==> config.mk <==
export PLATFORM = sky130hd
export DESIGN_NAME = machine_timer
export DESIGN_NICKNAME = d
export VERILOG_FILES = /design/src/rtl/machine_timer_pkg.sv /design/src/rtl/machine_timer_prescaler.sv /design/src/rtl/machine_timer.sv
export SDC_FILE = /design/constraint.sdc
export NUM_CORES = 1
export LEC_CHECK = 0
export CORE_ASPECT_RATIO = 1.5
export CORE_MARGIN = 1
export CORE_UTILIZATION = 45
export DETAILED_ROUTE_END_ITERATION = 16
export PLACE_DENSITY = 0.7
export SETUP_SLACK_MARGIN = 0.5
export SLEW_MARGIN = 0
export SYNTH_ARGS = -nofsm -noshare
export SYNTH_HDL_FRONTEND = slang
export SYNTH_SLANG_ARGS = --single-unit
==> constraint.sdc <==
create_clock -name clk -period 22.4 [get_ports clk]
set_input_delay 5.6 -clock clk [delete_from_list [all_inputs] [get_ports clk]]
set_output_delay 5.6 -clock clk [all_outputs]
set_load 0.005 [all_outputs]
==> src/rtl/machine_timer_pkg.sv <==
// machine_timer_pkg: register word offsets, CTRL bit indices, bus FSM states and byte-lane merge
package machine_timer_pkg;
    localparam logic [2:0] TIMER_MTIME_LO    = 3'd0;
    localparam logic [2:0] TIMER_MTIME_HI    = 3'd1;
    localparam logic [2:0] TIMER_MTIMECMP_LO = 3'd2;
    localparam logic [2:0] TIMER_MTIMECMP_HI = 3'd3;
    localparam logic [2:0] TIMER_CTRL        = 3'd4;
    localparam logic [2:0] TIMER_PRESCALE    = 3'd5;
    localparam logic [2:0] TIMER_STATUS      = 3'd6;
    localparam logic [2:0] TIMER_PERIOD      = 3'd7;
    localparam int CTRL_EN     = 0;
    localparam int CTRL_IRQ_EN = 1;
    localparam int CTRL_RELOAD = 2;
    localparam logic [0:0] ST_IDLE = 1'b0;
    localparam logic [0:0] ST_RESP = 1'b1;
    function automatic logic [31:0] byte_merge(input logic [31:0] old, input logic [31:0] wdata,
                                               input logic [3:0] be);
        return {be[3] ? wdata[31:24] : old[31:24], be[2] ? wdata[23:16] : old[23:16],
                be[1] ? wdata[15:8] : old[15:8], be[0] ? wdata[7:0] : old[7:0]};
    endfunction
endpackage

==> src/rtl/machine_timer_prescaler.sv <==
// machine_timer_prescaler: divider emitting one tick every PRESCALE+1 enabled cycles
module machine_timer_prescaler #(
    parameter int PRESCALE_WIDTH = 16
) (
    input  logic                      clk,
    input  logic                      rst,
    input  logic                      en,
    input  logic                      clr,
    input  logic [PRESCALE_WIDTH-1:0] prescale,
    output logic                      tick
);
    logic [PRESCALE_WIDTH-1:0] count;
    assign tick = en && count == prescale;
    always_ff @(posedge clk or posedge rst)
        if (rst) count <= '0;
        else if (clr || tick) count <= '0;
        else if (en) count <= count + 1'b1;
endmodule

==> src/rtl/machine_timer.sv <==
// machine_timer: memory-mapped 64-bit mtime/mtimecmp timer with prescaler and level interrupt.
// Define MACHINE_TIMER_RELOAD_EN to add PERIOD at 0x1C and CTRL.RELOAD periodic re-arm.
module machine_timer
    import machine_timer_pkg::*;
#(
    parameter int          ADDR_WIDTH     = 32,
    parameter int          PRESCALE_WIDTH = 16,
    parameter int unsigned RESET_PRESCALE = 0
) (
    input  logic                  clk,
    input  logic                  rst,
    input  logic                  valid_i,
    output logic                  ready_o,
    input  logic [ADDR_WIDTH-1:0] addr_i,
    input  logic [31:0]           wdata_i,
    input  logic [3:0]            we_i,
    output logic [31:0]           rdata_o,
    output logic                  irq_o
);
    logic [0:0] state;
    logic [63:0] mtime, mtimecmp;
    logic [PRESCALE_WIDTH-1:0] prescale;
    logic [31:0] shadow, rdata_q, cur, wv, ctrl_word, period_word;
    logic [31:0] regs [8];
    logic [2:0] off;
    logic en, irq_en, pending, irq_q, tick, match, accept, wr, rd, clr_pend;
    logic unused;
    assign unused = ^{addr_i[ADDR_WIDTH-1:5], addr_i[1:0]};
    assign off = addr_i[4:2];
    assign accept = state == ST_IDLE && valid_i;
    assign wr = accept && we_i != 4'b0;
    assign rd = accept && we_i == 4'b0;
    assign clr_pend = wr && off == TIMER_STATUS && we_i[0] && wdata_i[0];
    assign match = en && mtime >= mtimecmp;
    assign ready_o = state == ST_RESP;
    assign rdata_o = ready_o ? rdata_q : '0;
    assign irq_o = irq_q;
`ifdef MACHINE_TIMER_RELOAD_EN
    logic reload;
    logic [31:0] period;
    assign ctrl_word = {29'b0, reload, irq_en, en};
    assign period_word = period;
`else
    assign ctrl_word = {30'b0, irq_en, en};
    assign period_word = '0;
`endif
    // Index order follows the word offsets in the package
    assign regs = '{mtime[31:0], mtime[63:32], mtimecmp[31:0], mtimecmp[63:32],
                    ctrl_word, 32'(prescale), {31'b0, pending}, period_word};
    assign cur = regs[off];
    assign wv = byte_merge(cur, wdata_i, we_i);

    machine_timer_prescaler #(.PRESCALE_WIDTH(PRESCALE_WIDTH)) u_prescaler (
        .clk(clk),
        .rst(rst),
        .en(en),
        .clr(wr && off == TIMER_PRESCALE),
        .prescale(prescale),
        .tick(tick)
    );

    always_ff @(posedge clk or posedge rst)
        if (rst) begin
            state    <= ST_IDLE;
            rdata_q  <= '0;
            shadow   <= '0;
            mtime    <= '0;
            mtimecmp <= '1;
            en       <= 1'b0;
            irq_en   <= 1'b0;
            prescale <= PRESCALE_WIDTH'(RESET_PRESCALE);
            pending  <= 1'b0;
            irq_q    <= 1'b0;
`ifdef MACHINE_TIMER_RELOAD_EN
            reload   <= 1'b0;
            period   <= '0;
`endif
        end else begin
            state <= accept ? ST_RESP : ST_IDLE;
            if (accept) rdata_q <= wr ? '0 : off == TIMER_MTIME_HI ? shadow : cur;
            if (rd && off == TIMER_MTIME_LO) shadow <= mtime[63:32];
            // A bus write to mtime swallows a coincident tick
            if (wr && off == TIMER_MTIME_LO) mtime[31:0] <= wv;
            else if (wr && off == TIMER_MTIME_HI) mtime[63:32] <= wv;
            else if (tick) mtime <= mtime + 64'd1;
            if (wr && off == TIMER_MTIMECMP_LO) mtimecmp[31:0] <= wv;
            else if (wr && off == TIMER_MTIMECMP_HI) mtimecmp[63:32] <= wv;
`ifdef MACHINE_TIMER_RELOAD_EN
            else if (match && !pending && reload) mtimecmp <= mtimecmp + {32'b0, period};
            if (wr && off == TIMER_CTRL) reload <= wv[CTRL_RELOAD];
            if (wr && off == TIMER_PERIOD) period <= wv;
`endif
            if (wr && off == TIMER_CTRL) begin
                en     <= wv[CTRL_EN];
                irq_en <= wv[CTRL_IRQ_EN];
            end
            if (wr && off == TIMER_PRESCALE) prescale <= wv[PRESCALE_WIDTH-1:0];
            pending <= match || (pending && !clr_pend);
            irq_q <= pending && irq_en;
        end
endmodule

==> metrics <==
die area 32500 um^2; # fillers 2853; final design instance area without fill 16100 um^2; Initial DRC Count approximately 1100; met2 layer wire length in the routed design roughly 23 mm; portion of the post-synthesis area used by sequential elements between 40 and 50%; Crit. End Element flop; number of input and output port buffers inserted 75; global-route wire length before repair ~73 mm; multi-input gate area in the final layout slightly below 8000 um^2; maximum frequency from static timing analysis roughly 110 MHz; required time worst endpoint between 20 and 25 ns; Synth Net Count roughly 1700; part of the power in registers a little over two fifths; Vias per Instance roughly 6.3; number of synthesized register bits roughly 230; vertical die dimension between 200 and 250 um; Final Hold Fails 0; Die Width 147 um; H-tree depth 1; number of flops mapped to enable cells by yosys 0; startpoint of the worst hold path rdata_q[8]; worst r2r path cells 8; category of the most critical setup path in -> reg; Layout Area Growth over Synthesis 13.1%; transition time at the pin with the least slew margin 1.14 ns; Final Skew ~0.025 ns; number of clock sinks 229; Worst R2R End mtime[53]; Clock Tree Root sky130_fd_sc_hd__clkbuf_16; vias in the first global route between 10000 and 15000; leakage power roughly 6.5 nW; switch share about a third; post-synthesis instance total about 1600; RSZ-0062 raised after global routing no; Post-synth ARST share 100%; count of inserted antenna diode cells 0; total iterations of the first detailed-routing run 6; Remaining DRCs 0; setup tns final 0 ns; GR Util All Layers between 20% and 30%; Worst R2R Setup Slack around 18 ns; Routed wire per std cell 23.2 um; clock slew at the register clock pins of the worst setup and hold paths about 0.060 ns; remaining max-slew budget at the tightest pin 23.3%; largest net degree at the start of global routing about 110; endpoint with the worst hold slack rdata_q[8]; top-level I/O count approximately 110; last weighted congestion value of the routability-driven placer roughly 0.95; number of buffers added to fix hold violations after cts 0; largest delay contributor family on the critical path simple AND/OR/NAND/NOR gates; Max Transition Viols Final 0; run status complete, no violations; Switching Power around 0.00049 W; wire length on met1 between 15 and 20 mm; number of warnings reported in the yosys synthesis log 0; clock latency reported for the late side of the worst-skew pair roughly 0.56 ns; Setup Buffers After CTS 0; layout cell share with drive strength beyond 1 between 10% and 20%; total number of vias around 13000; count of different cell masters after synthesis 70; number of buffers created by CTS 25; Hold Path Class reg -> reg; ratio of total power to cell area 86.8 nW/um^2; post-layout min period a little under 9 ns; cell area after technology mapping 14300 um^2; peak fanout along the critical path between 40 and 50; Register Area 5810 um^2; instance count along the most critical hold path 2; largest voltage drop on the vdd net 0.0000463 V; final worst path period share about 40%; crit path launch type input port; Crit Reg-Reg Startpoint ready_o; largest incremental delay on the critical path around 0.78 ns; worst-path cell chain clkdlybuf4s50_1 > or4_1 > nand4_1 > buf_4 > nand3_1 > o311ai_0 > o211ai_1; clock network power share 30.0%; initial antenna violation count 0; grt ovf 0; total of cells resized after clock tree synthesis 0; dominant synthesized flop cell sky130_fd_sc_hd__dfrtp_1; routed length on met3 roughly 2.7 mm; Std-Cell Rows 79; uppermost routed layer met4; number of setup violations in the final report 0; clock tree from TritonCTS yes; number of nets still failing antenna checks after routing 0; combinational fraction of design power between 20% and 30%; CORE AREA around 31000 um^2; effective utilization at floorplan around 46%; slowest stage cell, crit path sky130_fd_sc_hd__nand3_1; buffers plus inverters on the worst setup path 2; Max-cap violations 0; final wirelength 46.6 mm; Critical Path AT roughly 9.3 ns; placed inst area 15300 um^2; detailed placer's ending HPWL 33.1 mm; internal power summed over all cells between 0.0009 and 0.001 W; synthesized area per cell 9.18 um^2; final-stage net count about 1700; number of buffers on the longest clock path 3
## worst min-delay path, stage by stage, from the launching register on
cell,delay (ns)
sky130_fd_sc_hd__dfrtp_1,0.34
sky130_fd_sc_hd__nand2_1,0.04
sky130_fd_sc_hd__o21ai_0,0.06
## power by group through the flow
stage / logic [W] / clock network [W] / registers, W
3_3_place_gp: 0.000349 / 0 / 0.000613
6_report: 0.000367 / 0.000420 / 0.000614
2_1_floorplan: 0.000271 / 0 / 0.000568
5_1_grt: 0.000411 / 0.000441 / 0.000626
4_1_cts: 0.000365 / 0.000423 / 0.000610
3_5_place_dp: 0.000362 / 0 / 0.000617
## cell families after synthesis
logic type                 after synthesis  share of synthesized area [%]
xor gates and xnor gates                32                           1.96
and+or+nand+nor                        579                           19.8
buffers and inverters                  179                           4.82
muxes                                  105                           10.6
AOI/OAI and AO/OA                      366                           16.4
DFF                                    229                           40.7
adders and majority gates               66                           5.78
## metal layers
| layer | vias up | track usage [%] |
|---|---|---|
| met5 | - | 0 |
| met4 | 0 | 21.4 |
| met3 | 185 | 3.88 |
| met2 | 527 | 50.0 |
| met1 | 6190 | 34.3 |
| li1 | 5738 | - |
## cell usage after synthesis (11+ instances only)
| cell | n | area, um^2 |
|---|---|---|
| sky130_fd_sc_hd__o32a_1 | 12 | 120 |
| sky130_fd_sc_hd__a21oi_1 | 57 | 285 |
| sky130_fd_sc_hd__a22oi_1 | 16 | 120 |
| sky130_fd_sc_hd__dfrtp_1 | 165 | 4130 |
| sky130_fd_sc_hd__or4_1 | 11 | 82.6 |
| sky130_fd_sc_hd__clkbuf_1 | 77 | 289 |
| sky130_fd_sc_hd__nand4_1 | 43 | 269 |
| sky130_fd_sc_hd__mux2i_1 | 30 | 300 |
| sky130_fd_sc_hd__xor2_1 | 14 | 123 |
| sky130_fd_sc_hd__dfstp_2 | 64 | 1680 |
| sky130_fd_sc_hd__ha_1 | 66 | 826 |
| sky130_fd_sc_hd__a31oi_1 | 22 | 138 |
| sky130_fd_sc_hd__nand2_1 | 234 | 878 |
| sky130_fd_sc_hd__nor4_1 | 15 | 93.8 |
| sky130_fd_sc_hd__nor3_1 | 30 | 150 |
| sky130_fd_sc_hd__mux4_2 | 31 | 698 |
| sky130_fd_sc_hd__nand3_1 | 59 | 295 |
| sky130_fd_sc_hd__inv_1 | 77 | 289 |
| sky130_fd_sc_hd__and2_1 | 40 | 250 |
| sky130_fd_sc_hd__mux2_2 | 43 | 484 |
| sky130_fd_sc_hd__o21ai_0 | 142 | 711 |
| sky130_fd_sc_hd__o211ai_1 | 25 | 188 |
| sky130_fd_sc_hd__buf_2 | 13 | 65.1 |
| sky130_fd_sc_hd__and3_1 | 18 | 113 |
| sky130_fd_sc_hd__nor2_1 | 82 | 308 |
| sky130_fd_sc_hd__and4_1 | 14 | 123 |
| sky130_fd_sc_hd__xnor2_1 | 18 | 158 |
## cell usage in the layout, fill, tap and decap left out, types with 16 or more instances in the layout
cell type,count
sky130_fd_sc_hd__a21oi_1,57
sky130_fd_sc_hd__a22oi_1,16
sky130_fd_sc_hd__a31oi_1,22
sky130_fd_sc_hd__and2_1,40
sky130_fd_sc_hd__and3_1,17
sky130_fd_sc_hd__buf_4,23
sky130_fd_sc_hd__clkbuf_16,25
sky130_fd_sc_hd__clkdlybuf4s50_1,73
sky130_fd_sc_hd__dfrtp_1,165
sky130_fd_sc_hd__dfstp_2,64
sky130_fd_sc_hd__ha_1,66
sky130_fd_sc_hd__inv_1,76
sky130_fd_sc_hd__mux2_2,43
sky130_fd_sc_hd__mux2i_1,30
sky130_fd_sc_hd__mux4_2,31
sky130_fd_sc_hd__nand2_1,234
sky130_fd_sc_hd__nand3_1,58
sky130_fd_sc_hd__nand4_1,43
sky130_fd_sc_hd__nor2_1,82
sky130_fd_sc_hd__nor3_1,29
sky130_fd_sc_hd__o211ai_1,25
sky130_fd_sc_hd__o21ai_0,142
sky130_fd_sc_hd__xnor2_1,18
## registers in the layout, indices dropped and copies added (netlist names), 16 cells and up
register and count:
mtime 64, prescale 16, mtimecmp 64, rdata_q 32, u_prescaler.count 16, shadow 32
## worst max-delay path by stage
stage / start / to / depth (start not counted)
finish: we_i[3] / mtime[53] / 7
global route: we_i[3] / mtime[53] / 7
CTS: we_i[3] / mtime[53] / 7
detailed placement: we_i[3] / mtime[53] / 7
global placement: we_i[3] / mtime[50] / 8
floorplan: rst / en / 1
## per-stage QoR
stage / power (W) / utilization (%) / hold slack [ns] / instances / setup slack, ns
CTS: 0.00140 / 51.9 / 0.477 / 2005 / 13.65
global route: 0.00148 / 51.9 / 0.501 / 2005 / 13.43
detailed placement: 0.000979 / 49.3 / 0.464 / 1960 / 13.12
finish: 0.00140 / 51.9 / 0.472 / 2005 / 13.51
global placement: 0.000961 / 49.3 / 0.459 / 1960 / 13.15
floorplan: 0.000839 / - / 0.442 / 1556 / 10.63
## final cells by class
cell class | count | area share (%)
clock buffers | 40 | 4.53
clock inverters | 5 | 0.465
inverters | 80 | 1.91
multi-input cells | 1148 | 48.3
flip-flops and latches | 229 | 36.0
well taps | 405 | 3.14
repair buffers | 98 | 5.66
Note: power is estimated with default switching activity, not from simulation.
